--- src/rtl/bit_pattern_tx.sv ---
// -----------------------------------------------------------------------------
// bit_pattern_tx
//
// Serial pattern transmitter for the bit-pattern detector. Parallel words are
// taken over a valid/ready handshake and sent MSB-first on `data`. When
// in_mode=1, PATTERN goes out first as a preamble. Every frame ends with GAP
// zero cycles, which flush any downstream detector.
//
// A shadow matcher watches the emitted stream with the same overlapping,
// same-cycle (Mealy) alignment as the receiving detector. It counts matches
// so that system logic knows the exact detect count to expect.
//
// Parameters
//   WIDTH    payload bits per word (>= 1)
//   PLEN     pattern length in bits (1..8)
//   PATTERN  preamble / match pattern, MSB sent first
//   GAP      zero cycles appended after each frame (>= PLEN)
//
// Ports
//   clk       clock
//   rst_n     synchronous, active-low reset
//   in_valid  word offered
//   in_data   word to serialise
//   in_mode   0 = payload only, 1 = PATTERN preamble then payload
//   in_ready  block can accept a word (IDLE only)
//   clr_cnt   synchronous clear of hit_cnt (wins over an increment)
//   data      serial bit stream (registered)
//   busy      frame or gap in progress
//   done      1-cycle pulse in the first GAP cycle
//   exp_hit   emitted stream completes PATTERN this cycle
//   hit_cnt   number of exp_hit cycles, wraps at 16'hFFFF
// -----------------------------------------------------------------------------
module bit_pattern_tx #(
    parameter int unsigned       WIDTH   = 8,
    parameter int unsigned       PLEN    = 4,
    parameter logic [PLEN-1:0]   PATTERN = 4'b1011,
    parameter int unsigned       GAP     = 4
) (
    input  logic             clk,
    input  logic             rst_n,
    input  logic             in_valid,
    input  logic [WIDTH-1:0] in_data,
    input  logic             in_mode,
    output logic             in_ready,
    input  logic             clr_cnt,
    output logic             data,
    output logic             busy,
    output logic             done,
    output logic             exp_hit,
    output logic [15:0]      hit_cnt
);

    // One bit-index counter covers the longest of the three phases.
    localparam int unsigned MAX_AB = (PLEN > WIDTH) ? PLEN : WIDTH;
    localparam int unsigned MAX_V  = (MAX_AB > GAP) ? MAX_AB : GAP;
    localparam int unsigned CNT_W  = (MAX_V > 1) ? $clog2(MAX_V) : 1;

    localparam logic [CNT_W-1:0] PRE_LAST = CNT_W'(PLEN - 1);
    localparam logic [CNT_W-1:0] PAY_LAST = CNT_W'(WIDTH - 1);
    localparam logic [CNT_W-1:0] GAP_LAST = CNT_W'(GAP - 1);

    typedef enum logic [1:0] {
        S_IDLE,
        S_PRE,
        S_PAYLOAD,
        S_GAP
    } state_t;

    state_t           state;
    logic [CNT_W-1:0] cnt;      // cycles left in the current phase, minus one
    logic [WIDTH-1:0] word;     // payload, shifted left as bits go out
    logic [PLEN-1:0]  pat_sh;   // preamble, shifted left as bits go out
    logic [PLEN-1:0]  win;      // last PLEN bits of the stream, newest in LSB

    assign in_ready = (state == S_IDLE);
    assign busy     = (state != S_IDLE);

    // -------------------------------------------------------------------------
    // Frame FSM. `data` is registered: each transition also loads the bit
    // that belongs to the cycle being entered, so the first frame bit appears
    // in the cycle right after the handshake edge.
    // -------------------------------------------------------------------------
    always_ff @(posedge clk) begin
        // NOTE: non-blocking assignments throughout, so every register samples
        // the values from before this edge regardless of statement order.
        if (!rst_n) begin
            state  <= S_IDLE;
            cnt    <= '0;
            word   <= '0;
            pat_sh <= '0;
            data   <= 1'b0;
            done   <= 1'b0;
        end else begin
            done <= 1'b0;
            case (state)
                S_IDLE: begin
                    data <= 1'b0;
                    if (in_valid) begin
                        if (in_mode) begin
                            state  <= S_PRE;
                            cnt    <= PRE_LAST;
                            data   <= PATTERN[PLEN-1];
                            pat_sh <= PATTERN << 1;
                            word   <= in_data;
                        end else begin
                            state <= S_PAYLOAD;
                            cnt   <= PAY_LAST;
                            data  <= in_data[WIDTH-1];
                            word  <= in_data << 1;
                        end
                    end
                end

                S_PRE: begin
                    if (cnt == '0) begin
                        state <= S_PAYLOAD;
                        cnt   <= PAY_LAST;
                        data  <= word[WIDTH-1];
                        word  <= word << 1;
                    end else begin
                        cnt    <= cnt - 1'b1;
                        data   <= pat_sh[PLEN-1];
                        pat_sh <= pat_sh << 1;
                    end
                end

                S_PAYLOAD: begin
                    if (cnt == '0) begin
                        state <= S_GAP;
                        cnt   <= GAP_LAST;
                        data  <= 1'b0;
                        done  <= 1'b1;   // high for the first GAP cycle
                    end else begin
                        cnt  <= cnt - 1'b1;
                        data <= word[WIDTH-1];
                        word <= word << 1;
                    end
                end

                S_GAP: begin
                    data <= 1'b0;
                    if (cnt == '0) begin
                        state <= S_IDLE;
                    end else begin
                        cnt <= cnt - 1'b1;
                    end
                end

                default: begin
                    state <= S_IDLE;
                    data  <= 1'b0;
                end
            endcase
        end
    end

    // -------------------------------------------------------------------------
    // Shadow matcher. hist holds the previous PLEN-1 stream bits. It shifts
    // every cycle, including IDLE zeros, so the window lines up with the
    // receiving detector's overlapping match.
    // -------------------------------------------------------------------------
    generate
        if (PLEN > 1) begin : g_hist
            localparam int unsigned HW = PLEN - 1;
            logic [HW-1:0] hist;

            always_ff @(posedge clk) begin
                if (!rst_n) begin
                    hist <= '0;
                end else begin
                    hist <= HW'({hist, data});
                end
            end

            assign win = {hist, data};
        end else begin : g_no_hist
            assign win = data;
        end
    endgenerate

    assign exp_hit = (win == PATTERN);

    always_ff @(posedge clk) begin
        if (!rst_n) begin
            hit_cnt <= '0;
        end else if (clr_cnt) begin
            hit_cnt <= '0;
        end else if (exp_hit) begin
            hit_cnt <= hit_cnt + 16'd1;
        end
    end

endmodule

--- config.mk ---
export PLATFORM = sky130hd
export DESIGN_NAME = bit_pattern_tx
export DESIGN_NICKNAME = d
export VERILOG_FILES = /design/src/rtl/bit_pattern_tx.sv
export SDC_FILE = /design/constraint.sdc
export NUM_CORES = 1
export LEC_CHECK = 0
export CAP_MARGIN = 20
export CORE_ASPECT_RATIO = 1.25
export CORE_MARGIN = 3
export CORE_UTILIZATION = 56
export CTS_CLUSTER_DIAMETER = 40
export DETAILED_ROUTE_END_ITERATION = 6
export MAX_ROUTING_LAYER = met4
export PLACE_DENSITY = 0.84
export SYNTH_ARGS = -nofsm -noshare
export SYNTH_HDL_FRONTEND = slang
export SYNTH_SLANG_ARGS = --single-unit
export TNS_END_PERCENT = 1
--- constraint.sdc ---
create_clock -name clk -period 3.8 [get_ports clk]
set_input_delay 0.76 -clock clk [delete_from_list [all_inputs] [get_ports clk]]
set_output_delay 0.76 -clock clk [all_outputs]
set_load 0.01 [all_outputs]
==> run_results.csv, run 1 <==
group,metric,value,unit
logic_synthesis,synthTopCellsByArea,"dfxtp_1 (39%), mux2i_1 (7.3%), ha_1 (4.6%)",
place,gp_congestion,0.819,
clock_tree,cts_max_level,2,
cells_and_area,nFillCells,261,
die,floorplan.die_area,4150,µm²
clock_tree,clk_pin_slew_worst_paths,70,ps
sta,finalSetupTns,0,ps
cells_and_area,diodes,0,
global_routing,antenna_found_initial,0,
logic_synthesis,synthesis.nets,239,
sta,slew_headroom,49.9,%
min_path,holdCritPathClass,"flop to flop",
route,drt-total-wl,3820,µm
logic_synthesis,synth_top_area_share,38.8,%
die,rows,23,
logic_synthesis,syn-instance-count,219,
worst_setup_path,required,3040,ps
logic_synthesis,synth_seq_cells,37,
logic_synthesis,netlist_area,1910,µm²
route,drc_errors,0,
die,core-area,3250,µm²
pwr,p_leak,0.912,nW
logic_synthesis,async_flop_share,0,%
sta,period_share,68.8,%
logic_synthesis,synth_cell_type_count,41,
cells_and_area,multi_input_area,1100,µm²
global_routing,grt_pass1_vias,1500,
cells_and_area,area_delta_synth_final,24.4,%
cells_and_area,postLayoutCoreUtil,73.1,%
cells_and_area,finalNonFillerCells,289,
clock_tree,clock-sinks,37,
logic_synthesis,ys.warnings.count,0,
sta,setup_violations,0,
route,vias_per_cell,5.72,
cells_and_area,layout-drive-gt1-share,8.73,%
place,post-dp-hpwl,2720,µm
run,cap_violations,0,
clock_tree,numCtsBuffers,5,
sta,fin_crit,2620,ps
global_routing,grtUsageTotal,20.6,%
logic_synthesis,syn_area_per_cell,8.72,µm²
worst_setup_path,worstPathArrival,1860,ps
worst_setup_path,cp_slowest_cell,"clkdlybuf4s50_1",
clock_tree,clock_path_buffers,2,
clock_tree,cts_tree,"built",
worst_setup_path,crit_type,"flop to output port",
clock_tree,postCtsSetupRepairBufs,0,
cells_and_area,final_net_count,271,
logic_synthesis,yosysMostFrequentCell,"dfxtp_1",
cells_and_area,regArea,741,µm²
place,dp.cells,281,
clock_tree,cts_hold_buf,0,
die,initial_core_util,58.8,%
worst_setup_path,start_kind,"flop",
clock_tree,clkLatencyLatePin,290,ps
clock_tree,cts-resized-gates,0,
die,die_y,71.3,µm
die,dieWidth,58.2,µm
sta,tightest_slew,752,ps
global_routing,grt_pass1_wl,6600,µm
pwr,power_density,601,nW/µm²
route,wl_per_cell,13.2,µm
route,antenna_left,0,
route,via_count,1652,
logic_synthesis,synth_area_leader_cell,"dfxtp_1",
logic_synthesis,ys.flop_type,"dfxtp_1",
clock_tree,cts-root-buf,"clkbuf_8",
worst_setup_path,max_stage_delay,570,ps
sta,finClkSkew,2.12,ps
global_routing,grt_start_max_net_pins,25,
sta,fmax,0.382,GHz
logic_synthesis,synthTopCellsByCount,"dfxtp_1 (37), nand2_1 (22), nor2_1 (16)",
sta,final_max_slew_viol_count,0,
route,drt_pass1_iterations,4,
run_status,status,"completed",
global_routing,overflow,0,
place,port_buffers,33,
pwr,peakVddDrop,0.000597,V
pwr,p_total,1.43,mW
worst_setup_path,path_cells,"nand4b_1 > inv_1 > clkdlybuf4s50_1",
logic_synthesis,synth_edf_count,0,
die,num_io_pins,34,
logic_synthesis,ys_seq_area_share,38.8,%
worst_setup_path,crit_fanout,9,
route,drt_iter0_markers,52,
sta,grt_setup_unrepaired,"no",
worst_setup_path,worst_setup_path_end_kind,"output port",
sta,hold_violations,0,
[final timing paths]
path / startpoint / end / slack, ps / depth (start not counted)
worst max-delay path: g_hist.hist[1] / exp_hit / 1180 / 3
worst min-delay path: g_hist.hist[1] / g_hist.hist[2] / 460 / 1
worst max register to register: state[0] / word[3] / 1600 / 6
worst min register to register: g_hist.hist[1] / g_hist.hist[2] / 460 / 1
[report_power, final]
group | total, mW | internal [mW] | switching [mW]
registers | 0.518 | 0.465 | 0.0528
logic | 0.559 | 0.253 | 0.306
clock network | 0.352 | 0.214 | 0.139
total | 1.43 | 0.933 | 0.497
[per-layer routing]
| metal | vias to the layer above | share of wire (%) | track usage [%] |
|---|---|---|---|
| met5 | - | 0 | - |
| met4 | 0 | 2.6 | 10.6 |
| met3 | 12 | 4.8 | 4.50 |
| met2 | 51 | 49 | 33.5 |
| met1 | 754 | 43 | 23.4 |
| li1 | 835 | - | - |
[through the flow]
stage / worst slack, ps / instance area [µm²] / hold WS [ps]
after floorplan: 1910 / 1910 / 420
after global placement: 1310 / 2260 / 435
after detailed placement: 1250 / 2260 / 438
after CTS: 1180 / 2380 / 463
after global routing: 1080 / 2380 / 484
final: 1180 / 2380 / 460
[state kept, by name, summed over array words and instances, names as in the netlist]
| register | flops |
|---|---|
| done | 1 |
| cnt | 3 |
| g_hist.hist | 3 |
| state | 2 |
| data | 1 |
| hit_cnt | 16 |
| pat_sh | 3 |
| word | 8 |
[cell usage in the layout, fill, tap and decap left out, types with 3 or more instances in the layout]
cell type	Yosys	final
a31o_2	3	3
a21boi_0	3	3
xnor2_1	6	6
xor2_1	3	3
a31oi_1	3	3
and2_1	6	6
nand4_1	3	3
nor2_1	16	16
nand2b_1	4	4
inv_1	9	9
nand3_1	6	6
clkbuf_8	0	6
o21ai_0	13	13
a21oi_1	15	15
nor2b_1	9	9
clkdlybuf4s50_1	0	33
ha_1	7	7
nand2_1	22	22
nor3_1	4	4
mux2i_1	14	14
dfxtp_1	37	37
o221a_2	3	3
[kinds of logic (layout without fill, tap and decap cells)]
family / count (synthesis) / count (layout) / share of synthesized area [%]
xor+xnor: 9 / 9 / 4.13
mux: 15 / 15 / 7.92
fa+ha+maj: 7 / 7 / 4.58
buf+inv: 18 / 51 / 3.54
compound gates: 51 / 51 / 18.7
flops: 37 / 37 / 38.8
simple gates: 82 / 82 / 22.4
[worst max-delay path, delay by kind of cell (launching register included)]
family                 cells  cell delay [ps]
flip-flops                 1              310
AND/OR/NAND/NOR            1              410
buffers and inverters      2              850
[cell type report]
| type | count | share of cell area [%] |
|---|---|---|
| inverter | 9 | 1.42 |
| tap | 37 | 1.95 |
| sequential | 37 | 31.2 |
| clock inverter | 1 | 1.26 |
| clock buffer | 7 | 3.63 |
| multi-input combinational | 164 | 46.4 |
| timing repair buffer | 34 | 14.2 |
Note: power is estimated with default switching activity, not from simulation.
==> run 2, diff against run 1 <==
- CORE_UTILIZATION: 56 -> 52
- PLACE_DENSITY: 0.84 -> 0.79
- clock period: 3.8 -> 2.5 ns (I/O delays scaled with it)
==> run 2 against run 1 <==
Flip-flop and latch count is the same. Final cell count grew 1.4%. Critical path type unchanged. Clock power grew 6.0%. Clock skew grew 3.1 ps. Wire length shrank 2.9%. Hold slack lost 14 ps. Non-clock buffer count grew 4. Largest power group unchanged. Die area grew 7.0%. Global-route usage shrank 1.2 points. Highest routed layer unchanged. Critical path depth grew 1.
==> run_results.csv, run 2 (synthesis results as in run 1) <==
group,metric,value,unit
run_status,status,"completed",
die,die_y,73.8,µm
route,wl_per_cell,12.6,µm
worst_setup_path,path_cells,"inv_1 > ha_1 > inv_1 > clkdlybuf4s50_1",
die,initial_core_util,54.4,%
sta,grt_setup_unrepaired,"no",
global_routing,grtUsageTotal,19.3,%
clock_tree,clkLatencyLatePin,280,ps
worst_setup_path,reg2regPathDepth,7,
die,num_io_pins,34,
cells_and_area,area_delta_synth_final,23.9,%
pwr,power_density,854,nW/µm²
pwr,peakVddDrop,0.000924,V
worst_setup_path,max_stage_delay,540,ps
worst_setup_path,cp_slowest_cell,"clkdlybuf4s50_1",
clock_tree,cts_hold_buf,0,
place,post-dp-hpwl,2810,µm
sta,tightest_slew,546,ps
die,core-area,3510,µm²
route,drt_iter0_markers,51,
cells_and_area,finalNonFillerCells,293,
pwr,p_leak,0.912,nW
min_path,holdCritPathClass,"flop to flop",
place,port_buffers,33,
sta,hold_violations,0,
clock_tree,cts-root-buf,"clkbuf_8",
worst_setup_path,crit_path_frequent_cell,"inv_1",
pwr,power_frac_clock,18.5,%
pwr,p_comb_share,42.7,%
min_path,holdPathStages,1,
sta,fin_crit,2160,ps
min_path,hold_end,"g_hist.hist[2]",
sta,final_max_slew_viol_count,0,
min_path,holdCritStartpoint,"g_hist.hist[1]",
global_routing,antenna_found_initial,0,
worst_setup_path,worst_setup_path_end_kind,"output port",
worst_setup_path,crit_type,"flop to output port",
route,vias_per_cell,5.72,
worst_setup_path,path_buf_inv,3,
cells_and_area,regMostFlops,"hit_cnt",
die,rows,24,
clock_tree,postCtsSetupRepairBufs,0,
worst_setup_path,r2r_end,"word[5]",
cells_and_area,layout_common_cells,"dfxtp_1 (37), clkdlybuf4s50_1 (33), nand2_1 (22)",
worst_setup_path,crit_fanout,7,
clock_tree,clock_path_buffers,2,
clock_tree,clk_pin_slew_worst_paths,70,ps
cells_and_area,diodes,0,
global_routing,overflow,0,
clock_tree,cts_tree,"built",
sta,finalSetupTns,0,ps
pwr,switching_power,725,µW
route,via_count,1676,
sta,setup_violations,0,
pwr,p_total,2.02,mW
global_routing,grt_start_max_net_pins,23,
worst_setup_path,start_kind,"flop",
place,gp_congestion,0.870,
route,drc_errors,0,
worst_setup_path,reg2reg_slack,630,ps
global_routing,grt_pass1_wl,6380,µm
route,drt_pass1_iterations,4,
cells_and_area,reg_top3,"hit_cnt: 16 flops, word: 8 flops",
clock_tree,numCtsBuffers,5,
route,antenna_left,0,
sta,fmax,0.462,GHz
sta,finClkSkew,5.22,ps
sta,slew_headroom,63.3,%
worst_setup_path,required,2000,ps
cells_and_area,final_net_count,275,
run,cap_violations,0,
global_routing,grt_pass1_vias,1544,
clock_tree,clock-sinks,37,
pwr,swShare,35.9,%
route,drt-total-wl,3710,µm
clock_tree,cts-resized-gates,0,
pwr,p_int,1.30,mW
cells_and_area,layout_commonest_cell,"dfxtp_1",
worst_setup_path,worstPathArrival,1660,ps
worst_setup_path,cp_top_family,"buffers and inverters",
die,floorplan.die_area,4440,µm²
clock_tree,cts_max_level,2,
cells_and_area,largest_reg_flops,16,
worst_setup_path,r2r_start,"state[0]",
place,dp.cells,287,
pwr,seqPwrFrac,38.9,%
cells_and_area,layout-drive-gt1-share,9.84,%
sta,period_share,86.5,%
die,dieWidth,60.2,µm
-- run 2: cell count changes in the layout (fill, tap and decap cells not counted) --
cell	before	now
buf_4	1	5
clkbuf_8	6	5
clkinv_2	0	1
bufinv_16	1	0
clkbuf_1	1	0
-- run 2: per-layer routing --
metal	part of all wire, %	vias to the layer above	track usage [%]
met2	48	52	30.4
met5	0	-	-
met3	5.2	12	4.75
met1	43	768	22.4
met4	3.0	0	10.1
li1	-	844	-
-- run 2: cell type report --
type	count	area, µm²
fillers	289	1150
clock buffers	5	68.8
clock inverters	1	5.00
multi-input cells	164	1100
well taps	39	48.8
flip-flops and latches	37	741
inverters	9	33.8
repair buffers	38	368
-- run 2: worst max-delay path by stage --
stage	start	end	cells past startpoint
finish	state[0]	busy	4
CTS	state[0]	busy	4
floorplan	state[0]	word[1]	6
global route	state[0]	busy	4
global placement	in_mode	pat_sh[3]	5
detailed placement	in_mode	pat_sh[3]	5
-- run 2: per-stage QoR --
stage	setup slack, ps	utilization [%]	instance area [µm²]	hold WS [ps]
finish	337	67.4	2370	447
global route	228	67.4	2370	484
CTS	326	67.4	2370	451
detailed placement	369	65.3	2290	436
global placement	443	65.3	2290	430
floorplan	609	-	1910	420
-- run 2: worst register-to-register path, delay by kind of cell (launching register included) --
kind / cells / cell delay, ps
flops: 1 / 370
buf+inv: 2 / 320
compound gates: 1 / 310
simple gates: 2 / 300
fa+ha+maj: 1 / 260
mux: 1 / 210
-- run 2: power groups by stage --
stage	clock, mW	combinational [mW]	sequential (mW)
3_3_place_gp	0	0.852	0.792
3_5_place_dp	0	0.866	0.797
6_report	0.373	0.862	0.785
5_1_grt	0.417	0.965	0.802
2_1_floorplan	0	0.657	0.779
4_1_cts	0.388	0.866	0.786
==> run 3, diff against run 2 <==
- ABC_CLOCK_PERIOD_IN_PS: default -> 2500
==> results of run 3 <==
No change in the layout: final DEF, timing and power equal those of run 2.
